<file path="config.mk">
export PLATFORM = sky130hd
export DESIGN_NAME = osd_ctm_trace_rx_flat
export DESIGN_NICKNAME = d
export VERILOG_FILES = /design/src/rtl/osd_ctm_trace_rx_if.sv /design/src/rtl/osd_ctm_trace_rx.sv /design/src/flat_wrapper.sv
export SDC_FILE = /design/constraint.sdc
export NUM_CORES = 1
export LEC_CHECK = 0
export ABC_CLOCK_PERIOD_IN_PS = 24200
export BUFFER_PORTS_ARGS = -buffer_cell sky130_fd_sc_hd__buf_4
export CAP_MARGIN = 15
export CORE_MARGIN = 4
export CORE_UTILIZATION = 50
export DETAILED_ROUTE_END_ITERATION = 16
export GPL_TIMING_DRIVEN = 0
export PLACE_DENSITY = 0.72
export SLEW_MARGIN = 20
export SYNTH_ARGS = -nofsm -noshare
export SYNTH_HDL_FRONTEND = slang
export SYNTH_SLANG_ARGS = --single-unit
</file>
<file path="constraint.sdc">
create_clock -name clk -period 24.2 [get_ports clk]
set_input_delay 6.05 -clock clk [delete_from_list [all_inputs] [get_ports clk]]
set_output_delay 6.05 -clock clk [all_outputs]
set_load 0.02 [all_outputs]
</file>
<file path="src/rtl/osd_ctm_trace_rx_if.sv">
// DII flit stream (valid/last/data) with its ready back-channel.
// The master drives flits and the slave returns ready.
interface osd_ctm_trace_rx_if;
    logic        valid;
    logic        last;
    logic [15:0] data;
    logic        ready;

    modport master (output valid, output last, output data, input ready);
    modport slave  (input valid, input last, input data, output ready);
endinterface

</file>
<file path="src/rtl/osd_ctm_trace_rx.sv">
// CTM trace receiver: parses DII packets addressed to this node and rebuilds one parallel
// record per trace event; overflow packets are reported separately; bad packets are counted.
module osd_ctm_trace_rx #(
    parameter int ADDR_WIDTH = 32
) (
    input  logic                  clk,
    input  logic                  rst,
    input  logic [15:0]           id,
    osd_ctm_trace_rx_if.slave     debug_in,
    output logic                  trace_valid,
    input  logic                  trace_ready,
    output logic [31:0]           trace_timestamp,
    output logic [ADDR_WIDTH-1:0] trace_npc,
    output logic [ADDR_WIDTH-1:0] trace_pc,
    output logic [1:0]            trace_mode,
    output logic                  trace_is_ret,
    output logic                  trace_is_call,
    output logic                  trace_is_modechange,
    output logic                  overflow_valid,
    output logic [15:0]           overflow_count,
    output logic [15:0]           drop_count
);
    localparam int AW = ADDR_WIDTH / 16;
    localparam int N  = 3 + 2 * AW;
    localparam logic [3:0] LAST_IDX = 4'(N - 1);

    localparam logic [2:0] S_DEST    = 3'd0;
    localparam logic [2:0] S_SRC     = 3'd1;
    localparam logic [2:0] S_FLAGS   = 3'd2;
    localparam logic [2:0] S_PAYLOAD = 3'd3;
    localparam logic [2:0] S_OVF     = 3'd4;
    localparam logic [2:0] S_DROP    = 3'd5;

    logic [2:0]            state_reg, state_next;
    logic [3:0]            cnt_reg, cnt_next;
    logic [15:0]           stage_reg [N-1];
    logic [ADDR_WIDTH-1:0] npc_stage, pc_stage;
    logic                  out_free, stall, fire;
    logic                  is_event, is_ovf;
    logic                  drop_inc, rec_load, ovf_load;

    // Only the flag word of an event waits for the output register; everything else drains.
    assign out_free       = !trace_valid || trace_ready;
    assign stall          = (state_reg == S_PAYLOAD) && (cnt_reg == LAST_IDX) && !out_free;
    assign debug_in.ready = !rst && !stall;
    assign fire           = debug_in.valid && debug_in.ready;

    assign is_event = (debug_in.data[15:14] == 2'b10) && (debug_in.data[13:10] == 4'd0);
    assign is_ovf   = (debug_in.data[15:14] == 2'b10) && (debug_in.data[13:10] == 4'd5);

    always_comb begin
        state_next = state_reg;
        cnt_next   = cnt_reg;
        drop_inc   = 1'b0;
        rec_load   = 1'b0;
        ovf_load   = 1'b0;
        if (fire) begin
            case (state_reg)
                S_DEST: begin
                    if (debug_in.data != id || debug_in.last) begin
                        drop_inc   = 1'b1;
                        state_next = debug_in.last ? S_DEST : S_DROP;
                    end else begin
                        state_next = S_SRC;
                    end
                end
                S_SRC: begin
                    drop_inc   = debug_in.last;
                    state_next = debug_in.last ? S_DEST : S_FLAGS;
                end
                S_FLAGS: begin
                    cnt_next = 4'd0;
                    if (debug_in.last) begin
                        drop_inc   = 1'b1;
                        state_next = S_DEST;
                    end else if (is_event) begin
                        state_next = S_PAYLOAD;
                    end else if (is_ovf) begin
                        state_next = S_OVF;
                    end else begin
                        drop_inc   = 1'b1;
                        state_next = S_DROP;
                    end
                end
                S_PAYLOAD: begin
                    if (cnt_reg == LAST_IDX) begin
                        rec_load   = debug_in.last;
                        drop_inc   = !debug_in.last;
                        state_next = debug_in.last ? S_DEST : S_DROP;
                    end else if (debug_in.last) begin
                        drop_inc   = 1'b1;
                        state_next = S_DEST;
                    end else begin
                        cnt_next = cnt_reg + 4'd1;
                    end
                end
                S_OVF: begin
                    ovf_load   = debug_in.last;
                    drop_inc   = !debug_in.last;
                    state_next = debug_in.last ? S_DEST : S_DROP;
                end
                S_DROP: begin
                    if (debug_in.last) state_next = S_DEST;
                end
                default: state_next = S_DEST;
            endcase
        end
    end

    always_ff @(posedge clk or posedge rst) begin
        if (rst) begin
            state_reg <= S_DEST;
            cnt_reg   <= 4'd0;
        end else begin
            state_reg <= state_next;
            cnt_reg   <= cnt_next;
        end
    end

    // Staging holds every payload word except the flag word, which goes straight to the output.
    always_ff @(posedge clk or posedge rst) begin
        if (rst) begin
            for (int i = 0; i < N - 1; i++) stage_reg[i] <= 16'd0;
        end else if (fire && state_reg == S_PAYLOAD) begin
            for (int i = 0; i < N - 1; i++) begin
                if (cnt_reg == 4'(i)) stage_reg[i] <= debug_in.data;
            end
        end
    end

    generate
        for (genvar gi = 0; gi < AW; gi++) begin : g_addr
            assign npc_stage[gi*16 +: 16] = stage_reg[2 + gi];
            assign pc_stage[gi*16 +: 16]  = stage_reg[2 + AW + gi];
        end
    endgenerate

    always_ff @(posedge clk or posedge rst) begin
        if (rst) begin
            trace_valid         <= 1'b0;
            trace_timestamp     <= 32'd0;
            trace_npc           <= '0;
            trace_pc            <= '0;
            trace_mode          <= 2'd0;
            trace_is_ret        <= 1'b0;
            trace_is_call       <= 1'b0;
            trace_is_modechange <= 1'b0;
        end else begin
            if (rec_load) begin
                trace_valid         <= 1'b1;
                trace_timestamp     <= {stage_reg[1], stage_reg[0]};
                trace_npc           <= npc_stage;
                trace_pc            <= pc_stage;
                trace_mode          <= debug_in.data[1:0];
                trace_is_ret        <= debug_in.data[2];
                trace_is_call       <= debug_in.data[3];
                trace_is_modechange <= debug_in.data[4];
            end else if (trace_ready) begin
                trace_valid <= 1'b0;
            end
        end
    end

    always_ff @(posedge clk or posedge rst) begin
        if (rst) begin
            overflow_valid <= 1'b0;
            overflow_count <= 16'd0;
            drop_count     <= 16'd0;
        end else begin
            overflow_valid <= ovf_load;
            if (ovf_load) overflow_count <= debug_in.data;
            if (drop_inc && drop_count != 16'hFFFF) drop_count <= drop_count + 16'd1;
        end
    end
endmodule
</file>
<file path="src/flat_wrapper.sv">
// flat-port wrapper written by rule: the top's interface ports become plain ports
module osd_ctm_trace_rx_flat 
#(
    parameter int ADDR_WIDTH = 32
)
  (clk, rst, id, trace_valid, trace_ready, trace_timestamp, trace_npc, trace_pc, trace_mode, trace_is_ret, trace_is_call, trace_is_modechange, overflow_valid, overflow_count, drop_count, debug_in_valid, debug_in_last, debug_in_data, debug_in_ready);
  osd_ctm_trace_rx_if debug_in_i ();
  input  logic clk;
  input  logic rst;
  input  logic [15:0] id;
  output logic trace_valid;
  input  logic trace_ready;
  output logic [31:0] trace_timestamp;
  output logic [ADDR_WIDTH-1:0] trace_npc;
  output logic [ADDR_WIDTH-1:0] trace_pc;
  output logic [1:0] trace_mode;
  output logic trace_is_ret;
  output logic trace_is_call;
  output logic trace_is_modechange;
  output logic overflow_valid;
  output logic [15:0] overflow_count;
  output logic [15:0] drop_count;
  input wire logic [$bits(debug_in_i.valid)-1:0] debug_in_valid;
  input wire logic [$bits(debug_in_i.last)-1:0] debug_in_last;
  input wire logic [$bits(debug_in_i.data)-1:0] debug_in_data;
  output wire logic [$bits(debug_in_i.ready)-1:0] debug_in_ready;
  assign debug_in_i.valid = debug_in_valid;
  assign debug_in_i.last = debug_in_last;
  assign debug_in_i.data = debug_in_data;
  assign debug_in_ready = debug_in_i.ready;
  osd_ctm_trace_rx #(.ADDR_WIDTH(ADDR_WIDTH)) u_core (.clk(clk), .rst(rst), .id(id), .debug_in(debug_in_i), .trace_valid(trace_valid), .trace_ready(trace_ready), .trace_timestamp(trace_timestamp), .trace_npc(trace_npc), .trace_pc(trace_pc), .trace_mode(trace_mode), .trace_is_ret(trace_is_ret), .trace_is_call(trace_is_call), .trace_is_modechange(trace_is_modechange), .overflow_valid(overflow_valid), .overflow_count(overflow_count), .drop_count(drop_count));
endmodule
</file>
==> results_dict.tcl, run 1 <==
set metrics [dict create \
    status "completed" \
    portBuffers 163 \
    whs_path_depth 1 \
    hold_viol_final 0 \
    viasPerCell 5.34 \
    cts_resized 0 \
    hpwl_mm 15.8 \
    synth_edf_count 0 \
    cts_htree_levels 1 \
    syn-cell-area_um2 9690 \
    yosysSeqAreaShare 0.615 \
    postCtsSetupRepairBufs 0 \
    ir_drop_mv 0.0618 \
    dieWidth_um 147 \
    slew-limit-headroom 0.513 \
    clock_path_buffers 3 \
    final_max_slew_viol_count 0 \
    clock_sinks 238 \
    cts_root_buf "clkbuf_16" \
    start_util 0.513 \
    min_path_type "reg2reg" \
    reg2reg_to "u_core.drop_count[14]" \
    rrSetupSlack_ns 21.61 \
    cpMaxStageDelayCell "nor2b_1" \
    hold_end "u_core.trace_npc[14]" \
    syn_nets 684 \
    avgSynthCellArea_um2 15.1 \
    critPathMaxStageDelay_ns 0.39 \
    worstPathRequired_ns 18.15 \
    finalCritPeriodShare 0.537 \
    synthTopCellsByArea "dfrtp_1 (61%), mux2_2 (25%), xor2_1 (2.5%), buf_2 (1.2%), nor4_2 (1.0%)" \
    setup_tns_ns 0 \
    fin_skew_ns 0.00557 \
    synth-seq-cells 238 \
    p_leak_uw 0.00637 \
    layout_common_cells "dfrtp_1 (238), mux2_2 (213), buf_4 (164)" \
    initialDrtViolationCount 366 \
    insertedDiodeCount 0 \
    fin_nets 876 \
    cp_data_arrival_time_ns 6.95 \
    rr_worst_depth 10 \
    grt_pass1_wl_mm 35.6 \
    core_area_um2 18900 \
    maxCapViolCount 0 \
    cp_common_cell "buf_4" \
    place.gp.congestion 0.856 \
    fin_crit_ns 13.00 \
    met1_usage 0.265 \
    setup_viol 0 \
    final_cells 1107 \
    cp_top_family "simple AND/OR/NAND/NOR gates" \
    cts_buffers 25 \
    io_pins 173 \
    dp.cells 1066 \
    grt_pass1_vias 6429 \
    syn_inst 641 \
    route.detailed.drc 0 \
    clk_latency_ns 0.52 \
    grt_max_degree 100 \
    crit_path_start_kind "input port" \
    rsz0062_at_grt "false" \
    antenna_found_initial 0 \
    dr.pass1.iters 4 \
    cp_max_fo 4 \
    reg2reg_from "u_core.cnt_reg[0]" \
    drive_gt1_frac 0.550 \
    end_kind "primary output" \
    yosys_warnings 0 \
    grtUsageTotal 0.208 \
    antenna_left 0 \
    wirelength_mm 22.6 \
    cts_hold_buf 0 \
    synth_ff_type "dfrtp_1" \
    die_area_um2 21700 \
    rows 50 \
    holdCritStartpoint "u_core.npc_stage[14]" \
    wire_per_inst_um 20.4 \
    whs_ns 0.495 \
    cts_tree "yes" \
    cts.clk_slew.worst_paths_ns 0.06 \
    grt_util_met3 0.0580 \
    synth_top_cell_area_share 0.615 \
    synth_cell_types 45 \
    power_density_nw_per_um2 79.5 \
    met2_usage 0.353 \
    max_freq_ghz 0.0769 \
    syn2layout_area_growth_pct 25.0 \
    yosys.area.top_type "dfrtp_1" \
    dieHeight_um 147 \
    vias 5913 \
    worstMarginPinSlew_ns 0.725 \
    grt.busiest_layer "met2" \
    overflow 0 \
    critPathBufInv 2 \
    async_flop_share 1.00 \
    mostFrequentLayoutCell "dfrtp_1" \
    path_cells "buf_4, nor2b_1, a31oi_1, buf_4" \
    fillCellCount 1453 \
    path_class "in2out" \
]
[layer usage]
metal | up-vias | routed length (µm)
met1 | 3061 | 9410
met2 | 157 | 11200
met4 | 0 | 507
met3 | 39 | 1490
met5 | - | 0
li1 | 2656 | -
[cell type report]
class,count,area (µm²),area share
buffer,36,229,0.0189
clock buffer,32,672,0.0555
clock inverter,9,129,0.0106
inverter,5,26.3,0.00217
multi-input combinational,362,3490,0.288
sequential,238,5960,0.492
tap,260,325,0.0269
timing repair buffer,165,1280,0.106
[per-stage QoR]
| step | worst slack, ns | area, µm² | total power (µW) | util |
|---|---|---|---|---|
| 5_1_grt | 11.11 | 12100 | 1000 | 0.641 |
| 3_5_place_dp | 11.20 | 11300 | 594 | 0.599 |
| 3_3_place_gp | 8.01 | 11200 | 584 | 0.595 |
| 4_1_cts | 11.20 | 12100 | 973 | 0.641 |
| 2_1_floorplan | 10.59 | 9690 | 538 | - |
| 6_report | 11.20 | 12100 | 963 | 0.641 |
[worst register-to-register path: stages (launching register included)]
cell and delay (ns):
dfrtp_1 0.42, inv_1 0.10, ha_1 0.23, and3b_1 0.19, buf_6 0.13, ha_1 0.27, o21ai_0 0.08, a21oi_1 0.25
a211oi_4 0.11, nor4_1 0.36, mux2_1 0.35
[logic make-up (layout without fill, tap and decap cells)]
kind of cell | count (synthesis) | in the layout | share of synthesized area
mux | 218 | 218 | 0.253
simple gates | 84 | 84 | 0.0539
flops | 238 | 238 | 0.615
buf+inv | 41 | 247 | 0.0256
fa+ha+maj | 6 | 6 | 0.00775
compound gates | 25 | 25 | 0.0186
xor+xnor | 29 | 29 | 0.0262
[power breakdown]
part | internal, µW | switching (µW) | total [µW]
logic | 59.4 | 74.8 | 134
clock network | 227 | 151 | 378
registers | 430 | 20.9 | 451
[worst max path at each step]
stage                                     endpoint        start  cells after the start
after global placement    u_core.overflow_count[3]          rst                      6
after floorplan           u_core.overflow_count[5]          rst                      5
after detailed placement            debug_in_ready  trace_ready                      4
final                               debug_in_ready  trace_ready                      4
after CTS                           debug_in_ready  trace_ready                      4
after global routing                debug_in_ready  trace_ready                      4
[synthesized netlist by cell type (all sizes together), types with 2 or more instances]
cell type and count:
nand4 4, clkbuf 4, nand3 7, o31ai 2
and4 2, a31oi 2, nor2 10, a211oi 2
o21ai 12, nand2b 3, dfrtp 238, nand2 27
mux2 217, nor4 16, inv 5, and3 3
a21oi 3, xor2 28, buf 32, ha 6
nor3 4
(Power assumes the default switching activity.)
==> run 2: changes to the inputs <==
--- a/config.mk
+++ b/config.mk
@@ -5,14 +5,15 @@
 export SDC_FILE = /design/constraint.sdc
 export NUM_CORES = 1
 export LEC_CHECK = 0
-export ABC_CLOCK_PERIOD_IN_PS = 24200
+export ABC_AREA = 1
+export ABC_CLOCK_PERIOD_IN_PS = 11300
 export BUFFER_PORTS_ARGS = -buffer_cell sky130_fd_sc_hd__buf_4
 export CAP_MARGIN = 15
 export CORE_MARGIN = 4
 export CORE_UTILIZATION = 50
 export DETAILED_ROUTE_END_ITERATION = 16
 export GPL_TIMING_DRIVEN = 0
-export PLACE_DENSITY = 0.72
+export PLACE_DENSITY = 0.74
 export SLEW_MARGIN = 20
 export SYNTH_ARGS = -nofsm -noshare
 export SYNTH_HDL_FRONTEND = slang
==> constraint.sdc (replaced) <==
create_clock -name clk -period 11.3 [get_ports clk]
set_input_delay 2.825 -clock clk [delete_from_list [all_inputs] [get_ports clk]]
set_output_delay 2.825 -clock clk [all_outputs]
set_load 0.02 [all_outputs]
==> run 2 against run 1 <==
Against the previous run: worst hold slack worse by 0.025 ns; clock power is 140% higher; largest cell class unchanged; via count is 42% higher.
==> results_dict.tcl, run 2 <==
set metrics [dict create \
    fin_crit_ns 7.33 \
    avgSynthCellArea_um2 8.88 \
    crit_path_start_kind "input port" \
    end_kind "primary output" \
    grt_max_degree 100 \
    route.detailed.drc 0 \
    setup_tns_ns 0 \
    max_freq_ghz 0.136 \
    finalCritPeriodShare 0.649 \
    dieWidth_um 149 \
    power_density_nw_per_um2 176 \
    synth_cell_types 25 \
    dr.pass1.iters 5 \
    layout_common_cells "nand2_1 (429), dfrtp_1 (238), buf_4 (178)" \
    status "completed" \
    drive_gt1_frac 0.200 \
    async_flop_share 1.00 \
    syn_inst 1118 \
    slew-limit-headroom 0.562 \
    io_pins 173 \
    cts_root_buf "clkbuf_16" \
    grtUsageTotal 0.236 \
    viasPerCell 5.25 \
    whs_path_depth 2 \
    fin_skew_ns 0.0248 \
    portBuffers 172 \
    cts.clk_slew.worst_paths_ns 0.06 \
    hold_viol_final 0 \
    clock_path_buffers 3 \
    yosys.area.top_type "dfrtp_1" \
    cts_tree "yes" \
    synth_top_cell_area_share 0.600 \
    worstPathRequired_ns 8.48 \
    synth.most_common_cell "nand2_1" \
    rsz0062_at_grt "false" \
    synth-seq-cells 238 \
    syn_nets 1161 \
    ys_top_cells_by_count "nand2_1 (429), dfrtp_1 (238), nand3_1 (111)" \
    fin_nets 1362 \
    ir_drop_mv 0.112 \
    initialDrtViolationCount 598 \
    clock_sinks 238 \
    path_class "in2out" \
    dp.cells 1557 \
    p_leak_uw 0.00669 \
    rows 51 \
    dieHeight_um 149 \
    die_area_um2 22200 \
    cts_hold_buf 0 \
    syn2layout_area_growth_pct 26.2 \
    insertedDiodeCount 0 \
    min_path_type "reg2reg" \
    postCtsSetupRepairBufs 0 \
    wirelength_mm 26.4 \
    mostFrequentLayoutCell "nand2_1" \
    grt_pass1_wl_mm 41.7 \
    core_area_um2 19500 \
    yosys_warnings 0 \
    antenna_left 0 \
    start_util 0.509 \
    rr_worst_depth 10 \
    cp_data_arrival_time_ns 4.50 \
    cts_buffers 25 \
    cp_max_fo 99 \
    overflow 0 \
    vias 8423 \
    synth_ff_type "dfrtp_1" \
    power.total_uw 2210 \
    cts_resized 0 \
    synth_edf_count 0 \
    final_cells 1603 \
    place.gp.congestion 0.859 \
    antenna_found_initial 0 \
    grt_pass1_vias 8004 \
    final_max_slew_viol_count 0 \
    worstMarginPinSlew_ns 0.656 \
    setup_viol 0 \
    clk_latency_ns 0.52 \
    maxCapViolCount 0 \
    synthTopCellsByArea "dfrtp_1 (60%), nand2_1 (16%), nand3_1 (5.6%), o21ai_1 (3.3%), inv_1 (2.2%)" \
    hpwl_mm 18.2 \
    yosysSeqAreaShare 0.600 \
    wire_per_inst_um 16.4 \
    cts_htree_levels 1 \
    syn-cell-area_um2 9930 \
]
[run 2: cell types whose count changed after synthesis, sizes merged, moves of 13 or more]
cell | before | now
buf | 32 | 45
inv | 5 | 60
mux2 | 217 | 0
nand2 | 27 | 432
nand3 | 7 | 111
nand4 | 4 | 26
nor2 | 10 | 34
nor4 | 16 | 0
o21a | 0 | 16
o21ai | 12 | 106
xor2 | 28 | 10
[run 2: kinds of logic (layout without fill, tap and decap cells)]
family          after synthesis  count (layout)  share of synthesized area
simple gates                613             613                      0.260
flops                       238             238                      0.600
compound gates              132             132                     0.0709
buf+inv                     119             339                     0.0524
xor+xnor                     10              10                    0.00882
fa+ha+maj                     6               6                    0.00756
[run 2: area by class of cell]
class / instances / area, µm²
flip-flops and latches: 238 / 5960
plain buffers: 59 / 295
clock inverters: 16 / 248
inverters: 60 / 233
clock buffers: 30 / 664
fillers: 1686 / 7000
well taps: 265 / 332
repair buffers: 174 / 1350
multi-input cells: 761 / 3450
[run 2: critical path, cell delays in order]
cell	delay [ns]
buf_4	0.13
inv_8	0.30
buf_16	0.38
buf_16	0.42
nand2_1	0.13
inv_2	0.08
buf_4	0.14
[run 2: path summary, 6_finish.rpt]
path / start / to / slack (ns)
setup / recovery: rst / debug_in_ready / 3.97
hold / removal: u_core.trace_npc[28] / u_core.trace_npc[28] / 0.47
setup reg to reg: u_core.cnt_reg[0] / u_core.trace_timestamp[27] / 8.41
hold reg to reg: u_core.trace_npc[28] / u_core.trace_npc[28] / 0.47
max in group asynchronous: rst / u_core.drop_count[5] / 7.75
min in group asynchronous: rst / u_core.trace_timestamp[21] / 2.32
[run 2: through the flow]
stage                     utilization  worst slack (ns)  hold WS, ns  area [µm²]
after floorplan                     -             0.122        0.454        9930
after global placement          0.592             -1.92        0.456       11600
after detailed placement        0.595              3.88        0.459       11600
after CTS                       0.642              3.88        0.475       12500
after global routing            0.642              3.74        0.488       12500
final                           0.642              3.97        0.470       12500
[run 2: where the power goes]
part | internal (µW) | total, µW | switching (µW)
Combinational | 124 | 316 | 192
Clock | 560 | 900 | 340
Sequential | 933 | 994 | 61.6
Total | 1620 | 2210 | 594
[run 2: routing by layer]
metal  vias to the layer above  track usage  share of wire
met2                       318        0.376           0.47
met5                         -            0              0
met4                         0       0.0705          0.023
met1                      4038        0.336           0.43
met3                        44       0.0407          0.079
li1                       4023            -              -
